File: src/rtl/cnn_frame_streamer.sv
// cnn_frame_streamer: replays ROM-held frames into the accelerator stream, one dut reset and one result record per frame
module cnn_frame_streamer #(
    parameter int DATA_W = 8,
    parameter int RESULT_W = 32,
    parameter int FRAME_LEN = 884,
    parameter int NUM_FRAMES = 6,
    parameter int RST_CYCLES = 3,
    parameter int GAP_CYCLES = 16,
    parameter int TIMEOUT = 300000,
    localparam int AW = $clog2(NUM_FRAMES * FRAME_LEN),
    localparam int FW = NUM_FRAMES > 1 ? $clog2(NUM_FRAMES) : 1
) (
    input  logic                clk,
    input  logic                rst_n,
    input  logic                start,
    output logic                mem_rd_en,
    output logic [AW-1:0]       mem_addr,
    input  logic [DATA_W-1:0]   mem_rdata,
    output logic                dut_rst_n,
    output logic [DATA_W-1:0]   data_out,
    output logic                valid_out,
    input  logic                ready_in,
    input  logic [RESULT_W-1:0] result_in,
    input  logic                result_valid_in,
    input  logic                warning_in,
    output logic                res_wr_en,
    output logic [FW-1:0]       res_frame_idx,
    output logic [RESULT_W-1:0] res_data,
    output logic                res_warning,
    output logic                res_timeout,
    output logic                busy,
    output logic                done,
    output logic                timeout_err
);
    typedef enum logic [2:0] {IDLE, DUT_RST, STREAM, WAIT_RES, GAP, DONE} state_t;
    localparam int CW = $clog2(TIMEOUT + RST_CYCLES + GAP_CYCLES + 1);
    localparam int RW = $clog2(FRAME_LEN + 1);
    localparam logic [AW-1:0] LAST_ADDR = AW'(NUM_FRAMES * FRAME_LEN - 1);
    state_t state;
    logic [FW-1:0] frame;
    logic [CW-1:0] cnt;
    logic [RW-1:0] rd_cnt, beat_cnt;
    logic [1:0] occ;
    logic [DATA_W-1:0] f1;
    logic [RESULT_W-1:0] lat_data;
    logic rd_pend, pop, last, decide, go_next, res_lat, lat_warn;
    // data_out is the FIFO head; f1 holds the second entry
    assign valid_out = occ != 2'd0;
    assign pop = valid_out && ready_in;
    // a slot freed by this cycle's pop counts as free, which keeps 1 beat/cycle with two entries
    assign mem_rd_en = state == STREAM && rd_cnt != RW'(FRAME_LEN) && (occ + {1'b0, rd_pend} < 2'd2 || pop);
    assign busy = state != IDLE && state != DONE;
    assign done = state == DONE;
    assign last = frame == FW'(NUM_FRAMES - 1);
    assign decide = res_lat || cnt == CW'(TIMEOUT - 1);
    assign go_next = (state == GAP && cnt == CW'(GAP_CYCLES - 1)) || (state == WAIT_RES && decide && GAP_CYCLES == 0);
    always_ff @(posedge clk) begin
        if (!rst_n) begin
            state <= IDLE;
            frame <= '0;
            cnt <= '0;
            rd_cnt <= '0;
            beat_cnt <= '0;
            mem_addr <= '0;
            rd_pend <= 1'b0;
            occ <= '0;
            data_out <= '0;
            f1 <= '0;
            dut_rst_n <= 1'b0;
            res_lat <= 1'b0;
            lat_data <= '0;
            lat_warn <= 1'b0;
            res_wr_en <= 1'b0;
            res_frame_idx <= '0;
            res_data <= '0;
            res_warning <= 1'b0;
            res_timeout <= 1'b0;
            timeout_err <= 1'b0;
        end else begin
            res_wr_en <= 1'b0;
            dut_rst_n <= 1'b1;
            rd_pend <= mem_rd_en;
            occ <= occ + {1'b0, rd_pend} - {1'b0, pop};
            if (pop) data_out <= (rd_pend && occ == 2'd1) ? mem_rdata : f1;
            else if (rd_pend && occ == 2'd0) data_out <= mem_rdata;
            if (rd_pend && occ == (pop ? 2'd2 : 2'd1)) f1 <= mem_rdata;
            if ((state == STREAM || state == WAIT_RES) && result_valid_in && !res_lat) begin
                res_lat <= 1'b1;
                lat_data <= result_in;
                lat_warn <= warning_in;
            end
            if (mem_rd_en) begin
                rd_cnt <= rd_cnt + 1'b1;
                if (mem_addr != LAST_ADDR) mem_addr <= mem_addr + 1'b1;
            end
            case (state)
                IDLE, DONE: if (start) begin
                    state <= DUT_RST;
                    frame <= '0;
                    cnt <= '0;
                    mem_addr <= '0;
                    timeout_err <= 1'b0;
                    dut_rst_n <= 1'b0;
                end
                DUT_RST: begin
                    occ <= '0;
                    rd_cnt <= '0;
                    beat_cnt <= '0;
                    res_lat <= 1'b0;
                    cnt <= cnt == CW'(RST_CYCLES - 1) ? '0 : cnt + 1'b1;
                    if (cnt == CW'(RST_CYCLES - 1)) state <= STREAM;
                    else dut_rst_n <= 1'b0;
                end
                STREAM: if (pop) begin
                    beat_cnt <= beat_cnt + 1'b1;
                    if (beat_cnt == RW'(FRAME_LEN - 1)) state <= WAIT_RES;
                end
                WAIT_RES: if (decide) begin
                    res_wr_en <= 1'b1;
                    res_frame_idx <= frame;
                    res_data <= res_lat ? lat_data : '0;
                    res_warning <= res_lat && lat_warn;
                    res_timeout <= !res_lat;
                    timeout_err <= timeout_err || !res_lat;
                    cnt <= '0;
                    state <= GAP;
                end else cnt <= cnt + 1'b1;
                GAP: cnt <= cnt + 1'b1;
                default: state <= IDLE;
            endcase
            if (go_next) begin
                state <= last ? DONE : DUT_RST;
                if (!last) frame <= frame + 1'b1;
                dut_rst_n <= last;
                cnt <= '0;
            end
        end
    end
endmodule

File: config.mk
export PLATFORM = sky130hd
export DESIGN_NAME = cnn_frame_streamer
export DESIGN_NICKNAME = d
export VERILOG_FILES = /design/src/rtl/cnn_frame_streamer.sv
export SDC_FILE = /design/constraint.sdc
export NUM_CORES = 1
export LEC_CHECK = 0
export ABC_AREA = 1
export BUFFER_PORTS_ARGS = -buffer_cell sky130_fd_sc_hd__buf_2
export CORE_MARGIN = 3
export CORE_UTILIZATION = 51
export CTS_CLUSTER_DIAMETER = 150
export CTS_CLUSTER_SIZE = 30
export DETAILED_ROUTE_END_ITERATION = 10
export GPL_ROUTABILITY_DRIVEN = 0
export PLACE_DENSITY = 0.86
export SYNTH_ARGS = -nofsm -noshare
export SYNTH_HDL_FRONTEND = slang
export SYNTH_SLANG_ARGS = --single-unit
File: constraint.sdc
create_clock -name clk -period 1.79 [get_ports clk]
set_clock_uncertainty 0.15 [all_clocks]
set_input_delay 0.179 -clock clk [delete_from_list [all_inputs] [get_ports clk]]
set_output_delay 0.179 -clock clk [all_outputs]
set_load 0.01 [all_outputs]
==> impl_metrics.ini <==
[critical_path]
cp.required_ps = 1990
cp_slowest_cell = dfxtp_2
path_class = reg -> reg
cp_data_arrival_time_ps = 2190
cp_max_fo = 34
end_kind = flop
path_cells = inv_2, nor2_2, inv_1, nor2_2, buf_12, nand2_1, a21oi_1
crit_family = simple AND/OR/NAND/NOR gates
cp-start-kind = flop
crit_top_cell = nor2_2
crit_buf_inv = 3
max_stage_delay_ps = 410

[run]
maxCapViolations = 0

[timing]
final.period_utilization_pct = 111
setup_violations = 83
slew_violations = 0
hold_violations = 0
slew_headroom_pct = 67.1
tns_ps = -8300
rsz0062_at_grt = true
setup_slack_ps = -196
fmax_ghz = 0.504
min_period_ps = 1990
worstMarginPinSlew_ps = 494

[die]
die_w_um = 122
die_y_um = 122
coreArea_mm2 = 0.0128
start_util_pct = 53.1
die_area_mm2 = 0.0148
ios = 111
rows = 41

[drt]
drc_errors = 0
ant_nets = 0
wl_um = 23900
drt_first_iter_violations = 887
avgRoutedWirePerCell_um = 17.5
vias = 7765
viasPerCell = 5.69
drt_pass1_iterations = 8

[logic_synthesis]
synth_async_sr_flop_share_pct = 0
syn_nets = 1011
synth_edf_count = 0
syn_avg_cell_area_um2 = 7.13
synthFlopType = dfxtp_1
netlist_top_cells_area = dfxtp_1 (44%), nand2_1 (12%), nor2_1 (8.7%)
ys_seq_area_share_pct = 44.4
ys_warn_count = 0
synth-seq-cells = 151
synth_cell_types = 43
synth_area_mm2 = 0.00681
yosys.area.top_type = dfxtp_1
synth_top_area_share_pct = 44.4
synthCells = 955

[finish]
stdcell_count = 1365
num_antenna_cells = 0
nets = 1236
drive_gt1_share_pct = 29.0
fillers = 793
area_delta_synth_final_pct = 43.3
utilization_pct = 76.1

[cts]
tritoncts = built
cts_buffers = 17
clock_latency_ps = 440
root_buffer = clkbuf_16
cts_num_sinks = 151
clock_path_buffers = 2
clk_pin_slew_ps = 70
h-tree-depth = 4

[grt]
antenna_found_initial = 0
grt_max_degree = 55
grtUsageTotal_pct = 27.3
overflow = 0
grt_pass1_wl_um = 32800
grt_pass1_vias = 7084

[status]
outcome = finished, violations left
violations = setup timing

[place]
placed_cells = 1257
io_buffers = 110
place_ws_ps = -90.7
dpl.hpwl_um = 11600

[pwr]
power_mw = 11.9
power_density_mw_per_mm2 = 1210
p_leak_nw = 4.24
vdd_ir_drop_max_v = 0.000886

[min_path]
worst_hold_path_type = in -> reg
-- cells in the final DEF, fill, tap and decap left out, types with 19 or more instances in the layout --
cell type        n
buf_4           67
buf_2          109
clkbuf_16       19
nand3_1         26
nand2_1        201
inv_1           76
xor2_1          20
dfxtp_1        138
nor2_1         136
a21oi_1         82
o21ai_0         59
dlygate4sd3_1   42
-- path summary, 6_finish.rpt --
check | from | to | slack (ps) | cells past startpoint
min | ready_in | beat_cnt[1] | 120 | 4
min reg2reg | lat_data[17] | res_data[17] | 300 | 2
max | state[0] | res_data[13] | -200 | 7
max reg2reg | state[0] | res_data[13] | -200 | 7
-- metrics by stage --
stage | hold slack (ps) | area, µm²
finish | 120 | 9760
global route | 143 | 9760
detailed placement | 284 | 7870
global placement | 282 | 7870
floorplan | 196 | 6810
CTS | 85.3 | 9080
-- power breakdown --
part / internal, mW / switching (mW) / leakage, nW
registers: 3.74 / 0.293 / 1.23
clock network: 2.45 / 1.46 / 0.306
logic: 1.56 / 2.36 / 2.70
-- cell type report --
cell class,count,area (µm²),area share [%]
timing repair buffer,235,1750,17.9
inverter,92,368,3.77
clock inverter,11,170,1.74
tap,172,215,2.21
sequential,151,3050,31.3
clock buffer,21,470,4.82
multi-input combinational,683,3730,38.3
-- synth_stat cells, drive strengths merged (2+ instances only) --
master  number
nand3b       3
ha          10
buf         10
or2          2
nor3b        2
a21o         2
nor4         2
nor2       160
nand2      226
inv         91
o21bai       4
mux2i        8
nand3       41
nor3        22
dfxtp      151
a21oi       89
clkbuf      20
o21ai       67
nand4       10
xor2        21
xnor2        5
-- layer usage --
layer	track usage, %	part of all wire [%]	wire length, µm	vias to the layer above
met5	0	0	0	-
met4	13.4	5.9	1410	0
met3	7.57	8.8	2100	157
met2	46.9	50	11900	546
met1	31.4	36	8500	3548
li1	-	-	-	3514
-- cells by family after synthesis --
kind of cell             after synthesis  share of synthesized area, %
AND/OR/NAND/NOR                      470                          28.9
AO/OA/AOI/OAI                        168                          13.2
flip-flops                           151                          44.4
buffers and inverters                122                          7.11
XOR/XNOR                              26                          3.34
adder cells (fa/ha/maj)               10                          1.84
multiplexers                           8                          1.18
-- worst min-delay path: cells and delay by family --
kind                   cells  cell delay, ps
buffers and inverters      1             120
AND/OR/NAND/NOR            1             100
AO/OA/AOI/OAI              2             250
-- flip-flops by register name, summed over array words and instances (netlist names) --
signal	flops
lat_data	32
rd_pend	1
state	3
lat_warn	1
frame	3
cnt	19
rd_cnt	10
res_data	32
data_out	8
res_frame_idx	3
res_lat	1
mem_addr	13
occ	2
res_warning	1
f1	8
beat_cnt	10
res_wr_en	1
res_timeout	1
timeout_err	1
dut_rst_n	1
-- timing repair --
action | in CTS | in global routing
resized for setup | 30 | 121
setup endpoints to repair | 75 | 96
gates cloned | 0 | 3
hold endpoints to repair | 50 | 0
hold buffers | 42 | 0
pin swaps | 8 | 24
setup buffers | 9 | 22
Power figures use the tool's default switching activity.
